`src/rtl/id_ex_hazard_reg.sv`:
```
// ID/EX pipeline register with load-use / forwarding hazard detection.
// Registers decode operands and controls, forward selects fa/fb, and a saturating stall counter.
module id_ex_hazard_reg #(
  parameter int W  = 24,
  parameter int RA = 4,
  parameter int CW = 16
) (
  input  logic          clk,
  input  logic          rst,
  input  logic          id_valid,
  input  logic [W-1:0]  id_rd1,
  input  logic [W-1:0]  id_rd2,
  input  logic [W-1:0]  id_imm,
  input  logic [W-1:0]  id_pc,
  input  logic [RA-1:0] id_rs1,
  input  logic [RA-1:0] id_rs2,
  input  logic          id_use_rs1,
  input  logic          id_use_rs2,
  input  logic [RA-1:0] id_rd,
  input  logic          id_reg_write,
  input  logic          id_mem_read,
  input  logic          id_imm_src,
  input  logic          id_branch,
  input  logic          exm_valid,
  input  logic          exm_reg_write,
  input  logic [RA-1:0] exm_rd,
  input  logic          flush,
  output logic          stall,
  output logic          ex_valid,
  output logic [W-1:0]  ex_rd1,
  output logic [W-1:0]  ex_rd2,
  output logic [W-1:0]  ex_imm,
  output logic [W-1:0]  ex_pc,
  output logic [RA-1:0] ex_rd,
  output logic          ex_reg_write,
  output logic          ex_mem_read,
  output logic          ex_imm_src,
  output logic          ex_branch,
  output logic          fa,
  output logic          fb,
  output logic [CW-1:0] stall_cnt
);

  logic          valid_q, valid_d;
  logic [W-1:0]  rd1_q, rd1_d, rd2_q, rd2_d, imm_q, imm_d, pc_q, pc_d;
  logic [RA-1:0] rd_q, rd_d;
  logic          regWrite_q, regWrite_d, memRead_q, memRead_d;
  logic          immSrc_q, immSrc_d, branch_q, branch_d;
  logic          fa_q, fa_d, fb_q, fb_d;
  logic [CW-1:0] cnt_q, cnt_d;

  logic p1Valid, p2Valid, rs1Chk, rs2Chk;
  logic p1Rs1, p2Rs1, p1Rs2, p2Rs2;
  logic hazard, bubble, faNext, fbNext;

  // P1 is the instruction now in EX; P2 is the one now in EX/MEM. P1 wins on rs1 matches.
  always_comb begin
    p1Valid = valid_q & regWrite_q & (rd_q != '0);
    p2Valid = exm_valid & exm_reg_write & (exm_rd != '0);
    rs1Chk  = id_valid & id_use_rs1 & (id_rs1 != '0);
    rs2Chk  = id_valid & id_use_rs2 & (id_rs2 != '0) & ~id_imm_src;
    p1Rs1   = rs1Chk & p1Valid & (rd_q == id_rs1);
    p2Rs1   = rs1Chk & p2Valid & (exm_rd == id_rs1) & ~p1Rs1;
    p1Rs2   = rs2Chk & p1Valid & (rd_q == id_rs2);
    p2Rs2   = rs2Chk & p2Valid & (exm_rd == id_rs2) & ~p1Rs2;
    hazard  = (p1Rs1 & (memRead_q | id_branch)) | (p2Rs1 & ~id_branch) | p1Rs2;
    faNext  = (p1Rs1 & ~memRead_q & ~id_branch) | (p2Rs1 & id_branch);
    fbNext  = p2Rs2;
    stall   = hazard & ~flush & ~rst;
    bubble  = flush | stall | ~id_valid;
  end

  always_comb begin
    valid_d    = 1'b0;
    regWrite_d = 1'b0;
    memRead_d  = 1'b0;
    fa_d       = 1'b0;
    fb_d       = 1'b0;
    rd1_d      = rd1_q;
    rd2_d      = rd2_q;
    imm_d      = imm_q;
    pc_d       = pc_q;
    rd_d       = rd_q;
    immSrc_d   = immSrc_q;
    branch_d   = branch_q;
    cnt_d      = cnt_q;
    if (!bubble) begin
      valid_d    = 1'b1;
      regWrite_d = id_reg_write;
      memRead_d  = id_mem_read;
      fa_d       = faNext;
      fb_d       = fbNext;
      rd1_d      = id_rd1;
      rd2_d      = id_rd2;
      imm_d      = id_imm;
      pc_d       = id_pc;
      rd_d       = id_rd;
      immSrc_d   = id_imm_src;
      branch_d   = id_branch;
    end
    if (stall && (cnt_q != '1)) begin
      cnt_d = cnt_q + 1'b1;
    end
  end

  always_ff @(posedge clk) begin
    if (rst) begin
      valid_q    <= 1'b0;
      regWrite_q <= 1'b0;
      memRead_q  <= 1'b0;
      fa_q       <= 1'b0;
      fb_q       <= 1'b0;
      rd1_q      <= '0;
      rd2_q      <= '0;
      imm_q      <= '0;
      pc_q       <= '0;
      rd_q       <= '0;
      immSrc_q   <= 1'b0;
      branch_q   <= 1'b0;
      cnt_q      <= '0;
    end else begin
      valid_q    <= valid_d;
      regWrite_q <= regWrite_d;
      memRead_q  <= memRead_d;
      fa_q       <= fa_d;
      fb_q       <= fb_d;
      rd1_q      <= rd1_d;
      rd2_q      <= rd2_d;
      imm_q      <= imm_d;
      pc_q       <= pc_d;
      rd_q       <= rd_d;
      immSrc_q   <= immSrc_d;
      branch_q   <= branch_d;
      cnt_q      <= cnt_d;
    end
  end

  assign ex_valid     = valid_q;
  assign ex_rd1       = rd1_q;
  assign ex_rd2       = rd2_q;
  assign ex_imm       = imm_q;
  assign ex_pc        = pc_q;
  assign ex_rd        = rd_q;
  assign ex_reg_write = regWrite_q;
  assign ex_mem_read  = memRead_q;
  assign ex_imm_src   = immSrc_q;
  assign ex_branch    = branch_q;
  assign fa           = fa_q;
  assign fb           = fb_q;
  assign stall_cnt    = cnt_q;

endmodule

```
`config.mk`:
```
export PLATFORM = sky130hd
export DESIGN_NAME = id_ex_hazard_reg
export DESIGN_NICKNAME = d
export VERILOG_FILES = /design/src/rtl/id_ex_hazard_reg.sv
export SDC_FILE = /design/constraint.sdc
export NUM_CORES = 1
export LEC_CHECK = 0
export ABC_AREA = 1
export BUFFER_PORTS_ARGS = -buffer_cell sky130_fd_sc_hd__buf_2
export CAP_MARGIN = 20
export CORE_AREA = 8 8 109 111
export CTS_BUF_LIST = sky130_fd_sc_hd__clkbuf_4 sky130_fd_sc_hd__clkbuf_8
export DETAILED_ROUTE_END_ITERATION = 16
export DIE_AREA = 0 0 117 119
export PLACE_DENSITY_LB_ADDON = 0.1
export SYNTH_ARGS = -nofsm -noshare
export SYNTH_HDL_FRONTEND = slang
export SYNTH_SLANG_ARGS = --single-unit
```
`constraint.sdc`:
```
create_clock -name clk -period 3.02 [get_ports clk]
set_input_delay 0.151 -clock clk [delete_from_list [all_inputs] [get_ports clk]]
set_output_delay 0.151 -clock clk [all_outputs]
set_load 0.05 [all_outputs]
```
==> results.json, run 1 <==
{
  "cts.clk_slew.worst_paths_ns": 0.07,
  "hold_path.startpoint": "id_rd1[12]",
  "worstRegToRegCells": 13,
  "ys.warnings.count": 0,
  "max_slew_margin": 0.3983,
  "detail_route.wl_per_cell_um": 15.70,
  "dr.pass1.iters": 5,
  "r2r-end": "ex_pc[2]$_SDFFE_PP0N_",
  "totalNegativeSetupSlack_ns": 0,
  "detailroute.via_count": 5788,
  "synthTopCellsByArea": "sky130_fd_sc_hd__dfxtp_1, sky130_fd_sc_hd__nor2_1, sky130_fd_sc_hd__o21ai_0, sky130_fd_sc_hd__nand2_1, sky130_fd_sc_hd__nor2_2",
  "ys_seq_elements": 123,
  "syn_to_final_growth_pct": 50.32,
  "clock_tree_from_tritoncts": "built",
  "cts_sinks": 123,
  "critical_path.reg2reg.startpoint": "ex_rd[0]$_SDFFE_PP0N_",
  "timing.critical_path.arrival_ns": 3.09,
  "reg2reg_slack_ns": 0.32,
  "global_route_wire_length_before_repair_um": 28720,
  "cp_slowest_stage_delay_ns": 0.71,
  "clock-skew-final_ns": 0.01555,
  "worst_setup_path_start_kind": "primary input",
  "finish.utilization": 0.7592,
  "drt-initial-drc-count": 361,
  "post_detailed_route_count_of_antenna_violating_nets": 0,
  "numPortBuffers": 247,
  "maxClockFrequency_ghz": 0.3661,
  "numPlacedInstances": 1040,
  "final_layout_size_suffix_gt1_frac": 0.3178,
  "fp.dieW_um": 117,
  "cts_repair_resize_count": 0,
  "fin_crit_sh": 0.9045,
  "die_area_um2": 13920,
  "critPathMaxFanout": 102,
  "nets": 1144,
  "run_status": "finished, final reports clean",
  "synthesis.area_um2": 5097,
  "hold_path_depth": 3,
  "core_um2": 10090,
  "synth_fp_nets": 813,
  "critical_path_required_ns": 3.38,
  "post-synth-top-area-fraction": 0.4831,
  "rsz0062_at_grt": "no",
  "dp_hpwl_um": 11850,
  "place.gp.congestion": 0.9233,
  "worstHoldPathType": "in2reg",
  "grt_util_all_layers": 0.2596,
  "path_class": "in2reg",
  "worst_pin_slew_ns": 0.9025,
  "cts_root_buffer": "sky130_fd_sc_hd__clkbuf_8",
  "ir_drop_v": 0.0003950,
  "antenna_found_initial": 3,
  "worst_path_most_repeated_cell": "sky130_fd_sc_hd__nand2_1",
  "placementRows": 37,
  "avgSynthCellArea_um2": 7.409,
  "max_cap_violations": 0,
  "maximum_number_of_pins_on_one_net_before_global_route_repair": 103,
  "final_min_period_ns": 2.732,
  "finalWirelength_um": 18380,
  "worst-path-stages": 14,
  "synth_largest_area_cell": "sky130_fd_sc_hd__dfxtp_1",
  "leakage_uw": 0.003725,
  "synth_cells": 688,
  "remaining_drc_errors": 0,
  "crit_path_end_kind": "flop",
  "critical_path_buf_inv_count": 4,
  "initial_utilization": 0.5051,
  "post_drt_via_cell_ratio": 4.943,
  "clkLatencyLatePin_ns": 0.43,
  "cts_made_buffers": 17,
  "leading_cell_types_in_the_layout_fill_and_taps_excluded": "sky130_fd_sc_hd__buf_2, sky130_fd_sc_hd__nor2_1, sky130_fd_sc_hd__dfxtp_1, sky130_fd_sc_hd__dlygate4sd3_1, sky130_fd_sc_hd__o21ai_0",
  "final_setup_violating_endpoints": 0,
  "timing.critical_path.max_delay_family": "buffers and inverters",
  "ctsLongestPathBuffers": 2,
  "timing.final.max_slew_violations": 0,
  "final-hold-violation-count": 0,
  "crit_chain": "dlygate4sd3_1, buf_2, nor3b_1, nand2_1, nor2_1, nand2_1, nand2_1, inv_2, nand2_2, nand2_2, nand2_4, buf_4, o21ai_0, nor2_1",
  "die-height_um": 119,
  "first_global_vias": 5959,
  "multiInputGateArea_um2": 2201,
  "boundaryPins": 248,
  "ctsHtreeMaxLevel": 4,
  "crit_path_top_delay_cell": "sky130_fd_sc_hd__buf_4",
  "yosys_cell_types": 30,
  "mostFrequentLayoutCell": "sky130_fd_sc_hd__buf_2",
  "worst_hold_path.endpoint": "ex_rd1[12]$_SDFFE_PP0N_",
  "globalRouteOverflowTotal": 0,
  "filler_cell_count": 768,
  "yosysSeqAreaShare": 0.4831,
  "instances_no_fill": 1171,
  "power_density_normalized_to_cell_area_nw_per_um2": 523.3,
  "seqCellArea_um2": 2462
}
-- how the worst max path moves through the flow --
stage	to	slack, ns	start
after floorplan	stall_cnt[10]$_SDFFE_PP0P_	0.84	stall_cnt[1]$_SDFFE_PP0P_
final	ex_pc[2]$_SDFFE_PP0N_	0.29	id_imm_src
after global placement	ex_pc[13]$_SDFFE_PP0N_	0.64	ex_rd[0]$_SDFFE_PP0N_
after detailed placement	ex_rd1[12]$_SDFFE_PP0N_	0.49	ex_rd[0]$_SDFFE_PP0N_
after global routing	ex_pc[2]$_SDFFE_PP0N_	0.04	id_imm_src
after CTS	ex_imm[19]$_SDFFE_PP0N_	0.46	ex_rd[0]$_SDFFE_PP0N_
-- power by group --
| group | switching [uW] | total, uW | internal, uW |
|---|---|---|---|
| Sequential | 59.6 | 1770 | 1710 |
| Clock | 641 | 1350 | 707 |
| Combinational | 591 | 888 | 297 |
| Total | 1290 | 4010 | 2720 |
-- timing repair --
item / in CTS / in global routing
endpoints found under the hold margin: 96 / 0
hold buffers: 96 / 0
setup buffers: 0 / 0
-- Yosys cell counts --
cell / number
sky130_fd_sc_hd__a21oi_1: 1
sky130_fd_sc_hd__a31oi_1: 1
sky130_fd_sc_hd__buf_2: 6
sky130_fd_sc_hd__buf_4: 8
sky130_fd_sc_hd__buf_6: 8
sky130_fd_sc_hd__buf_8: 1
sky130_fd_sc_hd__clkbuf_1: 13
sky130_fd_sc_hd__dfxtp_1: 123
sky130_fd_sc_hd__ha_1: 1
sky130_fd_sc_hd__inv_1: 46
sky130_fd_sc_hd__inv_2: 3
sky130_fd_sc_hd__inv_4: 1
sky130_fd_sc_hd__nand2_1: 61
sky130_fd_sc_hd__nand2_2: 2
sky130_fd_sc_hd__nand2_4: 1
sky130_fd_sc_hd__nand3_1: 7
sky130_fd_sc_hd__nand3_2: 1
sky130_fd_sc_hd__nand3b_2: 1
sky130_fd_sc_hd__nand4_1: 15
sky130_fd_sc_hd__nor2_1: 219
sky130_fd_sc_hd__nor2_2: 33
sky130_fd_sc_hd__nor3_1: 6
sky130_fd_sc_hd__nor3b_1: 2
sky130_fd_sc_hd__nor4_1: 2
sky130_fd_sc_hd__o21ai_0: 88
sky130_fd_sc_hd__o21ai_1: 20
sky130_fd_sc_hd__o21bai_1: 6
sky130_fd_sc_hd__or2_2: 1
sky130_fd_sc_hd__xnor2_1: 8
sky130_fd_sc_hd__xor2_1: 3
-- routing by layer --
layer	track usage	vias up	part of all wire	wire length, um
li1	-	2838	-	-
met1	0.2589	2607	0.36	6621
met2	0.4452	279	0.49	9067
met3	0.1001	64	0.099	1811
met4	0.1569	0	0.048	880
met5	0	-	0	0
-- logic make-up (layout without fill, tap and decap cells) --
| group | after synthesis | after routing | share of synthesized area |
|---|---|---|---|
| flops | 123 | 123 | 0.4831 |
| simple gates | 351 | 351 | 0.2933 |
| fa+ha+maj | 1 | 1 | 0.002454 |
| other cells | 0 | 3 | 0 |
| xor+xnor | 11 | 11 | 0.01890 |
| compound gates | 116 | 116 | 0.1171 |
| buf+inv | 86 | 430 | 0.08518 |
-- registers in the layout (all words and copies together), names as in the netlist --
name	count
ex_rd	4
fb	1
ex_rd2	24
ex_branch	1
ex_mem_read	1
fa	1
ex_rd1	24
ex_imm	24
ex_valid	1
ex_pc	24
ex_reg_write	1
ex_imm_src	1
stall_cnt	16
-- tightest hold or removal path, stage by stage --
cell                      delay [ns]
sky130_fd_sc_hd__buf_2          0.07
sky130_fd_sc_hd__o21ai_0        0.08
sky130_fd_sc_hd__nor2_1         0.10
-- area by class of cell --
cell class	instances	area share
flip-flops and latches	123	0.3214
repair buffers	348	0.2949
multi-input cells	479	0.2872
clock buffers	21	0.03609
inverters	50	0.02482
well taps	136	0.02221
clock inverters	11	0.01241
diodes	3	0.0009798
-- per-stage QoR --
step / worst slack [ns] / power, uW / hold slack [ns] / area (um^2)
3_3_place_gp: 0.6351 / 2564 / 0.3769 / 6322
2_1_floorplan: 0.8354 / 2354 / 0.2632 / 5097
5_1_grt: 0.04298 / 4164 / 0.002670 / 7662
6_report: 0.2885 / 4010 / 0.01657 / 7662
4_1_cts: 0.4649 / 4008 / 0.0003308 / 7655
3_5_place_dp: 0.4860 / 2578 / 0.3856 / 6322
(Power assumes the default switching activity.)
==> run 2, diff against run 1 <==
--- a/config.mk
+++ b/config.mk
@@ -12,7 +12,7 @@
 export CTS_BUF_LIST = sky130_fd_sc_hd__clkbuf_4 sky130_fd_sc_hd__clkbuf_8
 export DETAILED_ROUTE_END_ITERATION = 16
 export DIE_AREA = 0 0 117 119
-export PLACE_DENSITY_LB_ADDON = 0.1
+export PLACE_DENSITY = 0.85
 export SYNTH_ARGS = -nofsm -noshare
 export SYNTH_HDL_FRONTEND = slang
 export SYNTH_SLANG_ARGS = --single-unit
==> results.json, run 2 (synthesized netlist as in run 1, its figures left out) <==
{
  "dr.pass1.iters": 4,
  "crit_path_end_kind": "flop",
  "placementRows": 37,
  "path_class": "in2reg",
  "timing.critical_path.max_delay_family": "simple AND/OR/NAND/NOR gates",
  "crit_chain": "dlygate4sd3_1, buf_2, nor3b_1, nand2_1, nor2_1, nand2_1, nand2_1, inv_2, nand2_2, nand2_2, nand2_4, inv_4, buf_4, nor2_1, nor2_1",
  "final_setup_violating_endpoints": 0,
  "rsz0062_at_grt": "no",
  "cp_slowest_stage_delay_ns": 0.54,
  "timing.critical_path.arrival_ns": 2.68,
  "dp_hpwl_um": 11270,
  "timing.final.max_slew_violations": 0,
  "worst_pin_slew_ns": 0.8181,
  "drt-initial-drc-count": 428,
  "remaining_drc_errors": 0,
  "die_area_um2": 13920,
  "worstHoldPathType": "in2reg",
  "run_status": "finished, final reports clean",
  "critical_path_buf_inv_count": 5,
  "critical_path.reg2reg.startpoint": "ex_rd[1]$_SDFFE_PP0N_",
  "numPlacedInstances": 1040,
  "antenna_found_initial": 6,
  "grt_util_all_layers": 0.2716,
  "crit_path_start": "id_imm_src",
  "hold_path.startpoint": "id_rd[3]",
  "finish.utilization": 0.7646,
  "critical_path_required_ns": 3.34,
  "die-height_um": 119,
  "reg2reg_slack_ns": 0.69,
  "m1WireLength_um": 6842,
  "cts_root_buffer": "sky130_fd_sc_hd__clkbuf_8",
  "timing.hold.ws_ns": 0.01398,
  "post_detailed_route_count_of_antenna_violating_nets": 0,
  "met3_wirelength_um": 1874,
  "core_um2": 10090,
  "boundaryPins": 248,
  "final_layout_size_suffix_gt1_frac": 0.3172,
  "post_drt_via_cell_ratio": 5.007,
  "wl_met2_um": 9432,
  "syn_to_final_growth_pct": 51.37,
  "max_cap_violations": 0,
  "fp.dieW_um": 117,
  "filler_cell_count": 715,
  "worstRegToRegCells": 13,
  "crit_path_top_delay_cell": "sky130_fd_sc_hd__dlygate4sd3_1",
  "cts.clk_slew.worst_paths_ns": 0.08,
  "place.gp.congestion": 0.8954,
  "nets": 1144,
  "leading_cell_types_in_the_layout_fill_and_taps_excluded": "sky130_fd_sc_hd__buf_2, sky130_fd_sc_hd__nor2_1, sky130_fd_sc_hd__dfxtp_1, sky130_fd_sc_hd__dlygate4sd3_1, sky130_fd_sc_hd__o21ai_0",
  "final_min_period_ns": 2.365,
  "detailroute.via_count": 5873,
  "fin_crit_sh": 0.7832,
  "initial_utilization": 0.5051,
  "clock-skew-final_ns": 0.01888,
  "first_global_vias": 6061,
  "detail_route.wl_per_cell_um": 16.36,
  "power_density_normalized_to_cell_area_nw_per_um2": 537.2,
  "clkLatencyLatePin_ns": 0.43,
  "worst_hold_path.endpoint": "ex_rd[3]$_SDFFE_PP0N_",
  "global_route_wire_length_before_repair_um": 30030,
  "r2r-end": "ex_pc[18]$_SDFFE_PP0N_",
  "ir_drop_v": 0.0003450,
  "instances_no_fill": 1173,
  "globalRouteOverflowTotal": 0,
  "mostFrequentLayoutCell": "sky130_fd_sc_hd__buf_2",
  "maxClockFrequency_ghz": 0.4228,
  "ctsHtreeMaxLevel": 4,
  "cts_made_buffers": 17,
  "worst_setup_path_start_kind": "primary input",
  "max_slew_margin": 0.4538,
  "finalWirelength_um": 19190,
  "maximum_number_of_pins_on_one_net_before_global_route_repair": 72,
  "cts.repair_timing.setup_buffer_count": 0,
  "cts_sinks": 123,
  "routed.top_layer": "met4",
  "totalNegativeSetupSlack_ns": 0,
  "leakage_uw": 0.003746,
  "ctsLongestPathBuffers": 2,
  "critPathMaxFanout": 33,
  "hold_path_depth": 3,
  "clock_tree_from_tritoncts": "built",
  "numPortBuffers": 247,
  "final-hold-violation-count": 0
}
==> run 2: cell types whose count changed in the layout (fill, tap and decap cells not counted), moves of 2 or more <==
cell                       delta
sky130_fd_sc_hd__clkbuf_4     -2
sky130_fd_sc_hd__clkbuf_8     +2
sky130_fd_sc_hd__clkinv_2     -2
sky130_fd_sc_hd__clkinv_4     +2
sky130_fd_sc_hd__diode_2      +3
==> run 2: timing repair <==
action                                 4_1_cts  5_1_grt
hold buffers                                96        0
resized for setup                            0        0
endpoints found under the hold margin       96        0
==> run 2: area by class of cell <==
cell class                 instances  area [um^2]  area share
antenna                            6        15.01    0.001946
multi-input combinational        479         2201      0.2852
sequential                       123         2462      0.3191
timing repair buffer             348         2272      0.2945
tap                              136        170.2     0.02205
inverter                          50        190.2     0.02465
clock inverter                    10        116.4     0.01508
clock buffer                      21        289.0     0.03746
==> run 2: how the worst max path moves through the flow <==
stage | to | depth (start not counted)
2_1_floorplan | stall_cnt[10]$_SDFFE_PP0P_ | 10
3_3_place_gp | ex_pc[22]$_SDFFE_PP0N_ | 12
3_5_place_dp | ex_pc[14]$_SDFFE_PP0N_ | 12
4_1_cts | ex_pc[14]$_SDFFE_PP0N_ | 13
5_1_grt | ex_pc[17]$_SDFFE_PP0N_ | 15
6_report | ex_pc[18]$_SDFFE_PP0N_ | 15
==> run 2: worst register-to-register path: stages, from the launching register on <==
cell and delay (ns):
sky130_fd_sc_hd__dfxtp_1 0.43, sky130_fd_sc_hd__nand2_1 0.07, sky130_fd_sc_hd__nand2_1 0.07, sky130_fd_sc_hd__nand2_1 0.05, sky130_fd_sc_hd__nor2_2 0.12, sky130_fd_sc_hd__nand2_1 0.11
sky130_fd_sc_hd__nand3_2 0.09, sky130_fd_sc_hd__nand2_2 0.17, sky130_fd_sc_hd__nand2_2 0.14, sky130_fd_sc_hd__nand2_4 0.21, sky130_fd_sc_hd__inv_4 0.20, sky130_fd_sc_hd__buf_4 0.35
sky130_fd_sc_hd__nor2_1 0.12, sky130_fd_sc_hd__nor2_1 0.14
==> run 2: where the power goes <==
group | internal, uW | leakage (uW) | switching (uW)
clock | 816 | 0.000204 | 656
sequential | 1710 | 0.00101 | 58.9
combinational | 299 | 0.00253 | 601
total | 2830 | 0.00375 | 1320
==> run 2: routing by layer <==
metal / global-route usage / vias up
met5: 0 / -
met3: 0.09449 / 75
met4: 0.1809 / 0
met1: 0.2750 / 2648
met2: 0.4607 / 304
li1: - / 2846
==> run 2: through the flow <==
step	area (um^2)	total power [uW]	worst slack (ns)
finish	7716	4145	0.6549
global route	7716	4298	0.4574
CTS	7701	4117	0.7538
detailed placement	6335	2573	0.7652
global placement	6335	2562	0.8379
floorplan	5097	2354	0.8354
